`config.mk`:
```
export PLATFORM = sky130hd
export DESIGN_NAME = ctrl_fsm
export DESIGN_NICKNAME = d
export VERILOG_FILES = /design/src/rtl/ctrl_pkg.sv /design/src/rtl/ctrl_decode.sv /design/src/rtl/ctrl_fsm.sv
export SDC_FILE = /design/constraint.sdc
export NUM_CORES = 1
export LEC_CHECK = 0
export CORE_AREA = 2 2 87 89
export CTS_CLUSTER_SIZE = 12
export DETAILED_ROUTE_END_ITERATION = 10
export DIE_AREA = 0 0 89 91
export HOLD_SLACK_MARGIN = 0.02
export PLACE_DENSITY = 0.64
export SETUP_SLACK_MARGIN = 0.15
export SLEW_MARGIN = 20
export SYNTH_ARGS = -nofsm -noshare
export SYNTH_HDL_FRONTEND = slang
export SYNTH_SLANG_ARGS = --single-unit
```
`constraint.sdc`:
```
create_clock -name clk -period 5.34 [get_ports clk]
set_clock_uncertainty 0.1 [all_clocks]
set_input_delay 0.801 -clock clk [delete_from_list [all_inputs] [get_ports clk]]
set_output_delay 0.801 -clock clk [all_outputs]
set_load 0.02 [all_outputs]
```
`src/rtl/ctrl_pkg.sv`:
```
`default_nettype none
// ============================================================================
// Module      : ctrl_pkg
// Description : Shared types and encodings for the RV32 multi-cycle control
//               unit: controller state encoding, opcode/funct fields of the
//               supported instructions and ALU function selects.
// Revision    : 1.0 - initial release
// ============================================================================
package ctrl_pkg;

    typedef enum logic [3:0] {
        ST_FETCH  = 4'd0,
        ST_FWAIT  = 4'd1,
        ST_INCB   = 4'd2,
        ST_INC    = 4'd3,
        ST_DECODE = 4'd4,
        ST_RS1R   = 4'd5,
        ST_RS1L   = 4'd6,
        ST_RS2R   = 4'd7,
        ST_RS2L   = 4'd8,
        ST_IMM    = 4'd9,
        ST_EXEC   = 4'd10,
        ST_ERROR  = 4'd11
    } state_t;

    localparam logic [6:0] OPC_OP    = 7'b0110011;
    localparam logic [6:0] OPC_OPIMM = 7'b0010011;

    localparam logic [2:0] F3_ADD = 3'b000;
    localparam logic [6:0] F7_ADD = 7'b0000000;
    localparam logic [6:0] F7_SUB = 7'b0100000;

    localparam logic ALU_ADD = 1'b0;
    localparam logic ALU_SUB = 1'b1;

endpackage
`default_nettype wire

```
`src/rtl/ctrl_decode.sv`:
```
`default_nettype none
// ============================================================================
// Module      : ctrl_decode
// Description : Combinational instruction classifier. Recognises ADD, SUB
//               and ADDI and flags anything else, or any register index the
//               register file cannot hold, as illegal.
//   instr     in  32  latched instruction word
//   is_add    out 1   R-type ADD encoding
//   is_sub    out 1   R-type SUB encoding
//   is_addi   out 1   I-type ADDI encoding
//   illegal_q out 1   unsupported encoding or out-of-range register index
//   rs1/rs2/rd out 5  raw register index fields
// Revision    : 1.0 - initial release
// ============================================================================
module ctrl_decode
    import ctrl_pkg::*;
#(
    parameter int RF_ADDR_W = 4
)(
    input  logic [31:0] instr,
    output logic        is_add,
    output logic        is_sub,
    output logic        is_addi,
    output logic        illegal_q,
    output logic [4:0]  rs1,
    output logic [4:0]  rs2,
    output logic [4:0]  rd
);

    localparam int c_rf_depth = 2 ** RF_ADDR_W;

    logic [6:0] w_opcode;
    logic [2:0] w_funct3;
    logic [6:0] w_funct7;
    logic       w_op_add3;
    logic       w_rtype;
    logic       w_rs1_bad;
    logic       w_rs2_bad;
    logic       w_rd_bad;

    assign w_opcode = instr[6:0];
    assign w_funct3 = instr[14:12];
    assign w_funct7 = instr[31:25];
    assign rd       = instr[11:7];
    assign rs1      = instr[19:15];
    assign rs2      = instr[24:20];

    assign w_op_add3 = (w_opcode == OPC_OP) && (w_funct3 == F3_ADD);
    assign is_add    = w_op_add3 && (w_funct7 == F7_ADD);
    assign is_sub    = w_op_add3 && (w_funct7 == F7_SUB);
    assign is_addi   = (w_opcode == OPC_OPIMM) && (w_funct3 == F3_ADD);
    assign w_rtype   = is_add || is_sub;

    assign w_rs1_bad = (int'(rs1) >= c_rf_depth);
    assign w_rs2_bad = (int'(rs2) >= c_rf_depth);
    assign w_rd_bad  = (int'(rd)  >= c_rf_depth);

    // ADDI carries immediate bits where rs2 would sit, so rs2 only matters
    // for the register-register forms.
    assign illegal_q = !(w_rtype || is_addi) || w_rs1_bad || w_rd_bad ||
                       (w_rtype && w_rs2_bad);

endmodule
`default_nettype wire

```
`src/rtl/ctrl_fsm.sv`:
```
`default_nettype none
// ============================================================================
// Module      : ctrl_fsm
// Description : Multi-cycle control unit for the single-bus RV32 datapath.
//               Sequences fetch, PC+4, operand load, execute and write-back
//               for ADD/SUB/ADDI, runs the instruction-fetch handshake with a
//               timeout, and counts retired instructions.
//   clk, rst            in   clock / synchronous active-high reset
//   instr               in   latched instruction word
//   alu_carry           in   ALU carry of the current operation
//   mem_ack             in   fetch data valid this cycle
//   mem_req             out  fetch request (address = bus = PC)
//   sel_alu_func        out  0 add, 1 sub
//   ir_en/a_en/b_en/pc_en           out  datapath register loads
//   *_bus_en            out  bus drivers, at most one active per cycle
//   rf_wen/rf_ren/rf_addr_sel       out  register-file access
//   carry_flag          out  carry of the last executed instruction
//   instret             out  retired-instruction count (wrapping)
//   illegal, mem_err    out  sticky error flags, cleared only by rst
// Revision    : 1.0 - initial release
// ============================================================================
module ctrl_fsm
    import ctrl_pkg::*;
#(
    parameter int RF_ADDR_W   = 4,
    parameter int MEM_TIMEOUT = 16,
    parameter int CNT_W       = 32
)(
    input  logic             clk,
    input  logic             rst,
    input  logic [31:0]      instr,
    input  logic             alu_carry,
    input  logic             mem_ack,
    output logic             mem_req,
    output logic             sel_alu_func,
    output logic             ir_en,
    output logic             a_en,
    output logic             b_en,
    output logic             pc_en,
    output logic             immgen_bus_en,
    output logic             alu_bus_en,
    output logic             pc_bus_en,
    output logic             rf_bus_en,
    output logic             rd_bus_en,
    output logic             const4_bus_en,
    output logic             rf_wen,
    output logic             rf_ren,
    output logic [4:0]       rf_addr_sel,
    output logic             carry_flag,
    output logic [CNT_W-1:0] instret,
    output logic             illegal,
    output logic             mem_err
);

    localparam int                c_wait_w    = $clog2(MEM_TIMEOUT + 1);
    localparam logic [c_wait_w-1:0] c_wait_last = c_wait_w'(MEM_TIMEOUT - 1);

    state_t              r_state;
    state_t              w_state_nxt;
    logic [c_wait_w-1:0] r_wait_cnt;
    logic                r_carry_flag;
    logic [CNT_W-1:0]    r_instret;
    logic                r_illegal;
    logic                r_mem_err;

    logic                w_is_add;
    logic                w_is_sub;
    logic                w_is_addi;
    logic                w_illegal_q;
    logic [4:0]          w_rs1;
    logic [4:0]          w_rs2;
    logic [4:0]          w_rd;
    logic                w_timeout;

    ctrl_decode #(
        .RF_ADDR_W (RF_ADDR_W)
    ) u_decode (
        .instr     (instr),
        .is_add    (w_is_add),
        .is_sub    (w_is_sub),
        .is_addi   (w_is_addi),
        .illegal_q (w_illegal_q),
        .rs1       (w_rs1),
        .rs2       (w_rs2),
        .rd        (w_rd)
    );

    // This no-ack cycle would be the MEM_TIMEOUT-th one spent waiting.
    assign w_timeout = !mem_ack && (r_wait_cnt == c_wait_last);

    // ---------------------------------------------------------------- state
    always_ff @(posedge clk) begin
        if (rst) begin
            r_state <= ST_FETCH;
        end else begin
            r_state <= w_state_nxt;
        end
    end

    // ----------------------------------------------------------- next state
    always_comb begin
        w_state_nxt = r_state;
        case (r_state)
            ST_FETCH:  w_state_nxt = ST_FWAIT;
            ST_FWAIT: begin
                if (mem_ack) begin
                    w_state_nxt = ST_INCB;
                end else if (w_timeout) begin
                    w_state_nxt = ST_ERROR;
                end
            end
            ST_INCB:   w_state_nxt = ST_INC;
            ST_INC:    w_state_nxt = ST_DECODE;
            ST_DECODE: w_state_nxt = w_illegal_q ? ST_ERROR : ST_RS1R;
            ST_RS1R:   w_state_nxt = ST_RS1L;
            ST_RS1L:   w_state_nxt = w_is_addi ? ST_IMM : ST_RS2R;
            ST_RS2R:   w_state_nxt = ST_RS2L;
            ST_RS2L:   w_state_nxt = ST_EXEC;
            ST_IMM:    w_state_nxt = ST_EXEC;
            ST_EXEC:   w_state_nxt = ST_FETCH;
            ST_ERROR:  w_state_nxt = ST_ERROR;
            default:   w_state_nxt = ST_FETCH;
        endcase
    end

    // ------------------------------------------ wait counter, flags, instret
    always_ff @(posedge clk) begin
        if (rst) begin
            r_wait_cnt   <= '0;
            r_carry_flag <= 1'b0;
            r_instret    <= '0;
            r_illegal    <= 1'b0;
            r_mem_err    <= 1'b0;
        end else begin
            case (r_state)
                ST_FETCH: r_wait_cnt <= '0;
                ST_FWAIT: begin
                    if (!mem_ack) begin
                        r_wait_cnt <= r_wait_cnt + 1'b1;
                    end
                    if (w_timeout) begin
                        r_mem_err <= 1'b1;
                    end
                end
                ST_DECODE: begin
                    if (w_illegal_q) begin
                        r_illegal <= 1'b1;
                    end
                end
                ST_EXEC: begin
                    r_carry_flag <= alu_carry;
                    r_instret    <= r_instret + 1'b1;
                end
                default: ;
            endcase
        end
    end

    assign carry_flag = r_carry_flag;
    assign instret    = r_instret;
    assign illegal    = r_illegal;
    assign mem_err    = r_mem_err;

    // -------------------------------------------------------------- outputs
    always_comb begin
        mem_req       = 1'b0;
        sel_alu_func  = ALU_ADD;
        ir_en         = 1'b0;
        a_en          = 1'b0;
        b_en          = 1'b0;
        pc_en         = 1'b0;
        immgen_bus_en = 1'b0;
        alu_bus_en    = 1'b0;
        pc_bus_en     = 1'b0;
        rf_bus_en     = 1'b0;
        rd_bus_en     = 1'b0;
        const4_bus_en = 1'b0;
        rf_wen        = 1'b0;
        rf_ren        = 1'b0;
        rf_addr_sel   = 5'd0;
        // Strobes stay quiet while reset is held so the datapath sees no
        // spurious loads during the reset window.
        if (!rst) begin
            case (r_state)
                ST_FETCH: begin
                    pc_bus_en = 1'b1;
                    mem_req   = 1'b1;
                    a_en      = 1'b1;
                end
                ST_FWAIT: begin
                    mem_req = 1'b1;
                    // Read data takes the bus in the ack cycle, so the PC
                    // driver steps aside to keep a single bus owner.
                    if (mem_ack) begin
                        rd_bus_en = 1'b1;
                        ir_en     = 1'b1;
                    end else begin
                        pc_bus_en = 1'b1;
                    end
                end
                ST_INCB: begin
                    const4_bus_en = 1'b1;
                    b_en          = 1'b1;
                end
                ST_INC: begin
                    alu_bus_en   = 1'b1;
                    sel_alu_func = ALU_ADD;
                    pc_en        = 1'b1;
                end
                ST_RS1R: begin
                    rf_ren      = 1'b1;
                    rf_addr_sel = w_rs1;
                end
                ST_RS1L: begin
                    rf_ren      = 1'b1;
                    rf_addr_sel = w_rs1;
                    rf_bus_en   = 1'b1;
                    a_en        = 1'b1;
                end
                ST_RS2R: begin
                    rf_ren      = 1'b1;
                    rf_addr_sel = w_rs2;
                end
                ST_RS2L: begin
                    rf_ren      = 1'b1;
                    rf_addr_sel = w_rs2;
                    rf_bus_en   = 1'b1;
                    b_en        = 1'b1;
                end
                ST_IMM: begin
                    immgen_bus_en = 1'b1;
                    b_en          = 1'b1;
                end
                ST_EXEC: begin
                    alu_bus_en   = 1'b1;
                    sel_alu_func = w_is_sub ? ALU_SUB : ALU_ADD;
                    rf_addr_sel  = w_rd;
                    // x0 is hardwired: the write is dropped, retirement is not.
                    rf_wen       = (w_rd != 5'd0);
                end
                default: ;
            endcase
        end
    end

    // Only the register-register forms are distinguished from ADDI above;
    // ADD itself needs no dedicated strobe beyond not being SUB.
    logic w_unused_is_add;
    assign w_unused_is_add = w_is_add;

endmodule
`default_nettype wire

```
==> metrics.md <==
| Metric | Value |
|---|---|
| Run status | complete, no violations |
| VDD IR-drop max | 0.000171 V |
| GRT Residual Overflow | 0 |
| Multi-input logic area | 1480 µm² |
| Tcrit/Tclk final | 70.0% |
| Post-CTS Resized | 0 |
| Final Cell Area | 3510 µm² |
| Dpl hpwl | 4710 µm |
| Combinational share of power | 27.4% |
| Diodes inserted | 0 |
| CP required | 4440 ps |
| Routed vias | 2444 |
| Post-synthesis sequential area ratio | 35.8% |
| Initial Util | 34.5% |
| Setup WS post-layout | 1600 ps |
| First-pass GRT wire length | 10500 µm |
| CTS sink cnt | 44 |
| Synthesized Nets | 345 |
| Routed WL | 6400 µm |
| Synth Flop Type | dfxtp_1 |
| R2R setup slack | 2740 ps |
| DR DRC count | 0 |
| HP Start | illegal$_SDFFE_PP0P_ |
| Vias in the first global route | 2319 |
| Setup TNS | 0 ps |
| Setup crit end kind | output pin |
| Crit-path max FO | 57 |
| Crit path time final | 3740 ps |
| Seq cells post-synth | 44 |
| Post-synth top area cell | dfxtp_1 |
| CTS H-tree depth | 2 |
| Layout cell share with drive strength beyond 1 | 4.43% |
| Synth Instances | 306 |
| Cell-internal power | 0.650 mW |
| Final hold vios | 0 |
| Sw Ratio | 31.1% |
| Max-slew violations | 0 |
| IO Pins | 90 |
| Placement-stage cell area | 3380 µm² |
| Synth top area share | 35.8% |
| Final setup viols | 0 |
| Max cap viols | 0 |
| R2R Path End | instret[31]$_SDFFE_PP0P_ |
| Initial drt markers | 107 |
| Synth area leaders | dfxtp_1, nor2_1, xor2_1 |
| Clock Path Buffers | 2 |
| CTS tree | done |
| Post-synth EDFFs | 0 |
| Top achievable clock speed | 0.268 GHz |
| Gpl congestion | 0.833 |
| Tot GR Track Use | 15.9% |
| Antenna Nets Post-Route | 0 |
| Asr flop ratio synth | 0% |
| Die width | 89 µm |
| Hold Slack | 375 ps |
| WS Path Type | primary input to output pin |
| Worst Hold Class | register to register |
| P_sw | 0.293 mW |
| Commonest cells post-synth | nor2_1, dfxtp_1, nand2_1, xor2_1, nand4_1 |
| Skew-Pair Late Insertion Delay | 300 ps |
| YS warnings | 0 |
| TritonRoute pass-1 iters | 4 |
| Reg clk slew, reported paths | 80 ps |
| Leakage | 1.20 nW |
| Wirelength per Cell | 13.3 µm |
| Initial antenna violation count | 0 |
| CTS Hold Bufs | 0 |
| Largest net degree at the start of global routing | 58 |
| I/O Buffers | 89 |
| R2r worst-path depth | 5 |
| Worst setup path startpoint | rst |
| Clock power frac | 31.5% |
| RSZ-0062 raised after global routing | no |
| Chip height | 91 µm |
| Worst relative slew slack | 32.5% |
| Nets | 423 |
| Hold depth | 2 |
| # rows | 31 |
| Worst min-delay path endpoint | illegal$_SDFFE_PP0P_ |
| Num CTS Buffers | 5 |
| Critical Path AT | 2830 ps |
| Mapped Area | 2460 µm² |
| Root Driver | clkbuf_8 |
| Die area | 8100 µm² |
| Syn avg cell area | 8.05 µm² |
| Filler cells | 736 |
| Slew @ Worst Pin | 1010 ps |
| Sequential Power Share | 41.2% |
| CP startpoint kind | primary input |
| Reg area | 881 µm² |
| FF-to-FF Start | r_state[1]$_SDFFE_PP0P_ |
| Core ar. | 7140 µm² |
| Power per cell area | 269 nW/µm² |
| Most frequent cell after synthesis | nor2_1 |
| Postcts setup bufs | 0 |
| Yosys cell types | 43 |
| Pre-CTS setup slack | 1600 ps |
| DR vias/cell | 5.06 |
| Area grow syn2layout | 42.7% |
[state kept, by name, summed over array words and instances (netlist names)]
register    flops
r_state         4
mem_err         1
instret        32
r_wait_cnt      5
carry_flag      1
illegal         1
[power by group through the flow]
stage               clock network (mW)  logic [mW]  registers, mW
floorplan                            0       0.191          0.361
detailed placement                   0       0.257          0.396
global placement                     0       0.257          0.396
global route                     0.316       0.283          0.393
CTS                              0.305       0.259          0.388
finish                           0.297       0.258          0.389
[critical path: stages]
cell,delay [ps]
buf_2,750
nand2b_1,290
nor2b_1,340
nor2_1,90
clkdlybuf4s50_1,550
[placed cells by master (no fill, tap or decap), types with 2 or more instances in the layout]
master	netlist	layout
and3_1	8	8
nor3_1	12	12
nand4_1	15	15
and4_1	5	5
mux2_2	6	6
xor2_1	18	18
nand2b_1	4	4
nor2b_1	4	4
clkbuf_8	0	5
ha_1	3	3
o41ai_1	2	2
and3b_1	2	2
nand3b_1	3	3
or3_1	3	3
nor2_1	64	64
nand2_1	18	18
nand3_1	9	9
o21ai_0	6	6
and2_1	2	2
a222oi_1	5	5
xnor2_1	14	14
clkdlybuf4s50_1	0	88
a211oi_1	2	2
mux2i_1	2	2
bufinv_16	0	2
a21oi_1	7	7
inv_1	4	4
dfxtp_1	44	44
nor4_1	13	13
a31oi_1	2	2
[layout make-up]
class,count,area share [%]
Tap cell,99,3.53
Inverter,4,0.427
Clock buffer,5,1.96
Sequential cell,44,25.1
Multi-Input combinational cell,240,42.1
Clock inverter,2,1.71
Timing Repair Buffer,89,25.2
[per-stage QoR]
step	util, %	total power [mW]	instances
after detailed placement	47.4	0.652	476
after global placement	47.4	0.652	476
after CTS	49.2	0.952	483
final	49.2	0.944	483
after floorplan	-	0.552	306
after global routing	49.2	0.992	483
[cell families after synthesis]
logic type / after synthesis / share of synthesized area [%]
buf+inv: 22 / 4.17
flops: 44 / 35.8
simple gates: 169 / 35.7
xor+xnor: 32 / 11.4
fa+ha+maj: 3 / 1.52
mux: 8 / 3.56
compound gates: 28 / 7.88
[layer usage]
metal / track usage (%) / up-vias / wire, µm
li1: - / 1243 / -
met1: 20.5 / 1134 / 3030
met2: 25.7 / 53 / 3000
met3: 3.45 / 14 / 242
met4: 6.09 / 0 / 137
met5: 0 / - / 0
[worst max path at each step]
stage | to | slack, ps | depth (start not counted)
finish | rf_addr_sel[2] | 1600 | 5
detailed placement | rf_addr_sel[4] | 1600 | 5
CTS | rf_addr_sel[4] | 1580 | 5
global placement | rf_addr_sel[1] | 1630 | 5
global route | rf_addr_sel[1] | 1410 | 5
floorplan | alu_bus_en | 2460 | 3
Power figures use the tool's default switching activity.
